==> src/rtl/fma_pkg.sv <==
// -----------------------------------------------------------------------------
// fma_pkg
//   Shared types and constants for the fp32 FMA operand sequencer.
//   - seq_state_e : sequencer states (operand loads, settle wait, result hold)
//   - FP32_W, FP32_EXP_MAX : fp32 word width and all-ones exponent
//   - FLG_* : bit positions inside the 4-bit result classification flags
// -----------------------------------------------------------------------------
package fma_pkg;

    localparam int          FP32_W       = 32;
    localparam logic [7:0]  FP32_EXP_MAX = 8'hFF;

    localparam int FLG_NAN  = 3;
    localparam int FLG_INF  = 2;
    localparam int FLG_ZERO = 1;
    localparam int FLG_SUB  = 0;

    typedef enum logic [2:0] {
        LOAD_A,
        LOAD_B,
        LOAD_C,
        SETTLE,
        HOLD
    } seq_state_e;

endpackage : fma_pkg

==> src/rtl/fp32_classify.sv <==
// -----------------------------------------------------------------------------
// fp32_classify
//   Combinational classifier of an fp32 value into {nan, inf, zero, subnormal}.
//   Only compiled when FMA_FLAG_EN is defined; the default build has no
//   classifier at all, so the whole module sits inside the guard.
//   Ports:
//     value  in  32  fp32 word to classify
//     flags  out 4   bit FLG_NAN / FLG_INF / FLG_ZERO / FLG_SUB set accordingly
// -----------------------------------------------------------------------------
`ifdef FMA_FLAG_EN
module fp32_classify
    import fma_pkg::*;
(
    input  logic [FP32_W-1:0] value,
    output logic [3:0]        flags
);

    logic [7:0]  exp_f;
    logic [22:0] man_f;

    assign exp_f = value[30:23];
    assign man_f = value[22:0];

    always_comb begin
        // NOTE: every output of a combinational block gets a default first, so no path can infer a latch.
        flags = 4'b0000;
        if (exp_f == FP32_EXP_MAX) begin
            flags[FLG_NAN] = (man_f != '0);
            flags[FLG_INF] = (man_f == '0);
        end else if (exp_f == 8'h00) begin
            flags[FLG_ZERO] = (man_f == '0);
            flags[FLG_SUB]  = (man_f != '0);
        end
    end

endmodule : fp32_classify
`endif

==> src/rtl/fma_operand_seq.sv <==
// -----------------------------------------------------------------------------
// fma_operand_seq
//   Issue/capture stage in front of a combinational fp32 FMA (D = A*B + C).
//   Collects A, B, C from a serial valid/ready stream, holds them on fma_a/b/c
//   for SETTLE_CYC cycles, captures fma_d into out_data and offers it on a
//   valid/ready output. One operation in flight at a time.
//   Optional feature macro: FMA_FLAG_EN adds out_flags = {nan, inf, zero, sub}
//   classifying the captured result.
//   Ports:
//     clk, rst_n          clock (rising edge), asynchronous active-low reset
//     flush               synchronous abort back to LOAD_A
//     in_valid/in_ready   operand stream handshake, in_data carries A, B, C
//     fma_a/fma_b/fma_c   registered operands to the FMA datapath
//     fma_d               FMA datapath result
//     out_valid/out_ready result handshake, out_data carries the captured result
//     busy                high in every state except LOAD_A
//     out_flags           (FMA_FLAG_EN only) classification of out_data
// -----------------------------------------------------------------------------
module fma_operand_seq
    import fma_pkg::*;
#(
    parameter int SETTLE_CYC = 2,
    parameter int CNT_W      = 4
) (
    input  logic              clk,
    input  logic              rst_n,
    input  logic              flush,
    input  logic              in_valid,
    output logic              in_ready,
    input  logic [FP32_W-1:0] in_data,
    output logic [FP32_W-1:0] fma_a,
    output logic [FP32_W-1:0] fma_b,
    output logic [FP32_W-1:0] fma_c,
    input  logic [FP32_W-1:0] fma_d,
    output logic              out_valid,
    input  logic              out_ready,
    output logic [FP32_W-1:0] out_data,
    output logic              busy
`ifdef FMA_FLAG_EN
    ,
    output logic [3:0]        out_flags
`endif
);

    // Counter starts one below SETTLE_CYC so that capture happens exactly
    // SETTLE_CYC edges after the edge accepting C.
    localparam logic [CNT_W-1:0] SETTLE_LOAD = CNT_W'(SETTLE_CYC - 1);

    seq_state_e        state_q, state_d;
    logic [CNT_W-1:0]  cnt_q, cnt_d;
    logic [FP32_W-1:0] fma_a_q, fma_a_d;
    logic [FP32_W-1:0] fma_b_q, fma_b_d;
    logic [FP32_W-1:0] fma_c_q, fma_c_d;
    logic              out_valid_q, out_valid_d;
    logic [FP32_W-1:0] out_data_q, out_data_d;
    logic              in_accept;

`ifdef FMA_FLAG_EN
    logic [3:0] flags_q, flags_d;
    logic [3:0] result_flags;

    fp32_classify u_classify (
        .value (fma_d),
        .flags (result_flags)
    );

    assign out_flags = flags_q;
`endif

    // in_ready depends on rst_n too, so nothing is offered while reset is held.
    assign in_ready  = rst_n && (state_q inside {LOAD_A, LOAD_B, LOAD_C});
    assign in_accept = in_valid && in_ready;

    assign fma_a     = fma_a_q;
    assign fma_b     = fma_b_q;
    assign fma_c     = fma_c_q;
    assign out_valid = out_valid_q;
    assign out_data  = out_data_q;
    assign busy      = (state_q != LOAD_A);

    always_comb begin
        state_d     = state_q;
        cnt_d       = cnt_q;
        fma_a_d     = fma_a_q;
        fma_b_d     = fma_b_q;
        fma_c_d     = fma_c_q;
        out_valid_d = out_valid_q;
        out_data_d  = out_data_q;
`ifdef FMA_FLAG_EN
        flags_d     = flags_q;
`endif
        if (flush) begin
            // Flush outranks any accept or handshake in the same cycle;
            // operands and last result are deliberately left in place.
            state_d     = LOAD_A;
            out_valid_d = 1'b0;
            cnt_d       = '0;
        end else begin
            case (state_q)
                LOAD_A: if (in_accept) begin
                    fma_a_d = in_data;
                    state_d = LOAD_B;
                end
                LOAD_B: if (in_accept) begin
                    fma_b_d = in_data;
                    state_d = LOAD_C;
                end
                LOAD_C: if (in_accept) begin
                    fma_c_d = in_data;
                    cnt_d   = SETTLE_LOAD;
                    state_d = SETTLE;
                end
                SETTLE: begin
                    if (cnt_q == '0) begin
                        out_data_d  = fma_d;
                        out_valid_d = 1'b1;
                        state_d     = HOLD;
`ifdef FMA_FLAG_EN
                        flags_d     = result_flags;
`endif
                    end else begin
                        cnt_d = cnt_q - CNT_W'(1);
                    end
                end
                HOLD: if (out_ready) begin
                    // in_ready is low here, so no operand slips in on this edge.
                    out_valid_d = 1'b0;
                    state_d     = LOAD_A;
                end
                default: state_d = LOAD_A;
            endcase
        end
    end

    always_ff @(posedge clk or negedge rst_n) begin
        if (!rst_n) begin
            state_q     <= LOAD_A;
            cnt_q       <= '0;
            fma_a_q     <= '0;
            fma_b_q     <= '0;
            fma_c_q     <= '0;
            out_valid_q <= 1'b0;
            out_data_q  <= '0;
`ifdef FMA_FLAG_EN
            flags_q     <= 4'b0000;
`endif
        end else begin
            // NOTE: state registers use non-blocking assignment so every flop samples pre-edge values.
            state_q     <= state_d;
            cnt_q       <= cnt_d;
            fma_a_q     <= fma_a_d;
            fma_b_q     <= fma_b_d;
            fma_c_q     <= fma_c_d;
            out_valid_q <= out_valid_d;
            out_data_q  <= out_data_d;
`ifdef FMA_FLAG_EN
            flags_q     <= flags_d;
`endif
        end
    end

endmodule : fma_operand_seq

==> config.mk <==
export PLATFORM = sky130hd
export DESIGN_NAME = fma_operand_seq
export DESIGN_NICKNAME = d
export VERILOG_FILES = /design/src/rtl/fma_pkg.sv /design/src/rtl/fp32_classify.sv /design/src/rtl/fma_operand_seq.sv
export SDC_FILE = /design/constraint.sdc
export NUM_CORES = 1
export LEC_CHECK = 0
export BUFFER_PORTS_ARGS = -buffer_cell sky130_fd_sc_hd__buf_2
export CAP_MARGIN = 5
export CORE_MARGIN = 4
export CORE_UTILIZATION = 30
export CTS_CLUSTER_SIZE = 12
export DETAILED_ROUTE_END_ITERATION = 10
export SETUP_SLACK_MARGIN = 0.15
export SYNTH_ARGS = -nofsm -noshare
export SYNTH_HDL_FRONTEND = slang
export SYNTH_HIERARCHICAL = 1
export SYNTH_SLANG_ARGS = --single-unit
==> constraint.sdc <==
create_clock -name clk -period 1.6 [get_ports clk]
set_input_delay 0.32 -clock clk [delete_from_list [all_inputs] [get_ports clk]]
set_output_delay 0.32 -clock clk [all_outputs]
set_load 0.03 [all_outputs]
==> results.py <==
metrics = {
    "logic_synthesis": {
        "synth_xor_area_share_pct": 0,
        "syn_area_mm2": 0.00537,
        "synth_area_leader_cell": "dfrtp_1",
        "post_synth_mux_area_share_pct": 28.9,
        "fraction_of_the_mapped_netlist_area_in_simple_logic_gates_pct": 3.73,
        "synth_top_family_by_area": "multiplexers",
        "synth-seq-area-share_pct": 63.4,
        "netlist-cell-type-count": 33,
        "synthesis.yosys.warnings": 6,
        "postSynthRegisterBits": 136,
        "synth_compound_gate_area_share_pct": 1.84,
        "synth.top_cells.by_area": "dfrtp_1 (63%), mux2_2 (21%), mux2_4 (8.1%), buf_2 (1.2%), buf_6 (0.63%)",
        "post_synth_fa_ha_maj_area_fraction_pct": 0.233,
        "syn_nets": 396,
        "synth_cells": 326,
        "area_share_of_the_leading_cell_type_in_the_synthesized_netlist_pct": 63.4,
        "syn_area_per_cell_um2": 16.5,
    },
    "route": {
        "drc_errors": 0,
        "detail_route.wirelength_mm": 15.4,
        "postRouteAntennaNets": 0,
        "vias": 3758,
        "wire_per_inst_um": 18.5,
        "avgViaCountPerCell": 4.53,
        "drt_pre_antenna_iters": 4,
        "drtIter0Drc": 79,
    },
    "worst_setup_path": {
        "critPathLaunchType": "flop",
        "critical_path_rt_ns": 1.89,
        "worstSetupEndpointType": "flop",
        "crit_buf_inv": 3,
        "critPathMaxFanout": 6,
        "worst-r2r-setup-slack_ns": -0.15,
        "cp.depth": 7,
        "worstPathCellList": "inv_2, ha_4, nor3b_4, nand4_4, buf_12, clkbuf_16, mux2_4",
        "worst_setup_path_endpoint": "out_data[13]",
        "timing.critical_path.slowest_cell_delay_ns": 0.40,
        "setup.worst_path.start": "cnt_q[0]",
        "regToRegStartpoint": "cnt_q[0]",
        "critPathTopFamily": "buffers and inverters",
        "reg2reg_to": "out_data[13]",
        "path_class": "flop to flop",
        "critPathSlowestCell": "dfrtp_1",
        "critPathArrivalTime_ns": 2.04,
        "reg2regPathDepth": 7,
    },
    "timing": {
        "hold_viol_final": 0,
        "unrepaired_setup_endpoints_after_global_routing": "true",
        "timing.clock.skew_ns": 0.00909,
        "finalCritPeriodShare_pct": 109,
        "max_slew_margin_pct": 50.6,
        "tightest_slew_ns": 0.740,
        "final-max-slew-violation-count": 0,
        "hold-worst-slack_ns": 0.0574,
        "max_freq_ghz": 0.573,
        "finalWorstPathRequiredPeriod_ns": 1.75,
        "timing.final.setup_violations": 107,
        "setup_tns_ns": -7.36,
        "final.setup.worst_slack_ns": -0.146,
    },
    "global_routing": {
        "antenna_found_initial": 0,
        "grt_overflow": 0,
        "grt_pass1_wl_mm": 23.1,
        "groute.usage.overall_pct": 14.9,
        "first_global_vias": 4135,
        "grt_max_degree": 78,
    },
    "floorplanning": {
        "pin_count": 200,
        "rows": 48,
        "design.core.area_mm2": 0.0174,
        "floorplan.initialDensity_pct": 30.8,
        "floorplan.die_area_mm2": 0.0201,
        "height_of_the_die_um": 142,
        "die-width_um": 142,
    },
    "clock_tree": {
        "clock-root-buffer": "clkbuf_16",
        "clk-insertion-delay-late_ns": 0.41,
        "cts_tree": "yes",
        "worst_setup_hold_path_clk_slew_ns": 0.06,
        "htree_levels": 4,
        "max-clock-path-buffers": 2,
        "cts_sinks": 136,
        "postCtsHoldBufs": 0,
        "number_of_buffers_inserted_during_clock_tree_synthesis": 17,
    },
    "outcome": {
        "run_status": "finished, violations left",
        "violated_checks": "setup timing",
    },
    "pwr": {
        "worst_ir_drop_vdd_uv": 800,
        "power.density_mw_per_mm2": 1360,
        "static-leakage-power_nw": 4.49,
    },
    "place": {
        "numPortBuffers": 199,
        "post-place-ws_ns": -0.0703,
        "dpl.hpwl_mm": 9.63,
        "gpl.final_weighted_congestion": 0.797,
    },
    "layout": {
        "net_count_reported_at_finish": 661,
        "drive_gt1_share_pct": 74.5,
        "num_antenna_cells": 0,
        "syn_to_final_growth_pct": 55.2,
    },
    "run": {
        "max-cap-violations": 0,
    },
    "min_path": {
        "hold_path_class": "input port to async pin",
    },
}
## layout make-up
cell class,instances,area [um2]
clock buffers,22,484
clock inverters,10,189
fillers,1524,9080
inverters,2,7.51
multi-input cells,172,2030
flip-flops and latches,136,3410
well taps,225,282
repair buffers,262,1940
## registers in the layout (all words and copies together), names as in the netlist
signal,flops
fma_c,32
state_q,3
fma_b,32
fma_a,32
out_valid,1
cnt_q,4
out_data,32
## worst register-to-register path: cells and delay by family (launching register included)
family                     cells  cell delay (ns)
buffers and inverters          3             0.42
DFF                            1             0.40
and+or+nand+nor                2             0.39
muxes                          1             0.30
adders and majority gates      1             0.13
## metrics by stage
step                      utilization, %  instances  instance area, um2  power [mW]
after floorplan                        -        326                5380        5.90
after global placement              39.2        757                6830        6.78
after detailed placement            39.2        757                6830        6.86
after CTS                           46.0        812                8020        11.4
after global routing                47.9        829                8340        11.8
final                               47.9        829                8340        11.3
## metal layers
| layer | vias to the layer above | wire length [um] | GRT usage [%] |
|---|---|---|---|
| met3 | 13 | 1200 | 5.56 |
| met2 | 146 | 7760 | 24.8 |
| met5 | - | 0 | 0 |
| met4 | 0 | 180 | 4.39 |
| met1 | 1905 | 6220 | 18.0 |
| li1 | 1694 | - | - |
## synth_stat cells (all sizes together)
library cell	number
a211oi	1
a21oi	3
a2bb2oi	1
a311oi	1
a31oi	1
and2	1
and3b	1
buf	16
dfrtp	136
ha	1
inv	2
mux2	128
nand2	5
nand2b	1
nand3	2
nand3b	4
nand4	1
nor2	6
nor2b	1
nor3	3
nor3b	1
o21a	1
o21ai	4
o2bb2ai	1
o31ai	1
o32ai	1
or3	1
or4bb	1
## how the worst min path moves through the flow
stage / startpoint / end / slack, ns / depth (start not counted)
4_1_cts: rst_n / fma_a[29] / 0.04 / 3
2_1_floorplan: rst_n / cnt_q[0] / 0.02 / 0
5_1_grt: rst_n / fma_b[3] / 0.08 / 3
3_5_place_dp: fma_a[6] / fma_a[6] / 0.49 / 1
6_report: rst_n / fma_c[6] / 0.06 / 3
3_3_place_gp: fma_a[6] / fma_a[6] / 0.48 / 1
## where the power goes
part           total [mW]  internal (mW)  switching, mW  leakage [nW]
clock                4.38           2.94           1.44         0.327
sequential           4.24           3.97          0.270          1.77
combinational        2.69          0.988           1.70          2.39
total                11.3           7.90           3.41          4.49
## kinds of logic after synthesis
group,count (synthesis)
buffers and inverters,18
muxes,128
AOI/OAI and AO/OA,15
adders and majority gates,1
DFF,136
and+or+nand+nor,28
## repair_timing
action	CTS	global route
pin swaps	8	4
resized for setup	43	23
gates cloned	8	5
setup buffers	15	12
endpoints found under the setup margin	135	138
## placed cells by master (no fill, tap or decap), types with 2 or more instances in the layout
cell,instances
buf_4,22
buf_2,196
bufinv_16,5
mux2_4,31
nand3b_1,2
clkbuf_16,21
nand2_1,3
buf_6,19
inv_2,2
nor2_1,4
a21oi_2,2
dfrtp_2,3
clkbuf_8,4
o21ai_1,2
nand3b_4,2
clkinv_4,2
dfrtp_1,133
buf_12,13
mux2_2,97
buf_16,8
o21ai_0,2
No activity file was read; power rests on OpenSTA's default activity.
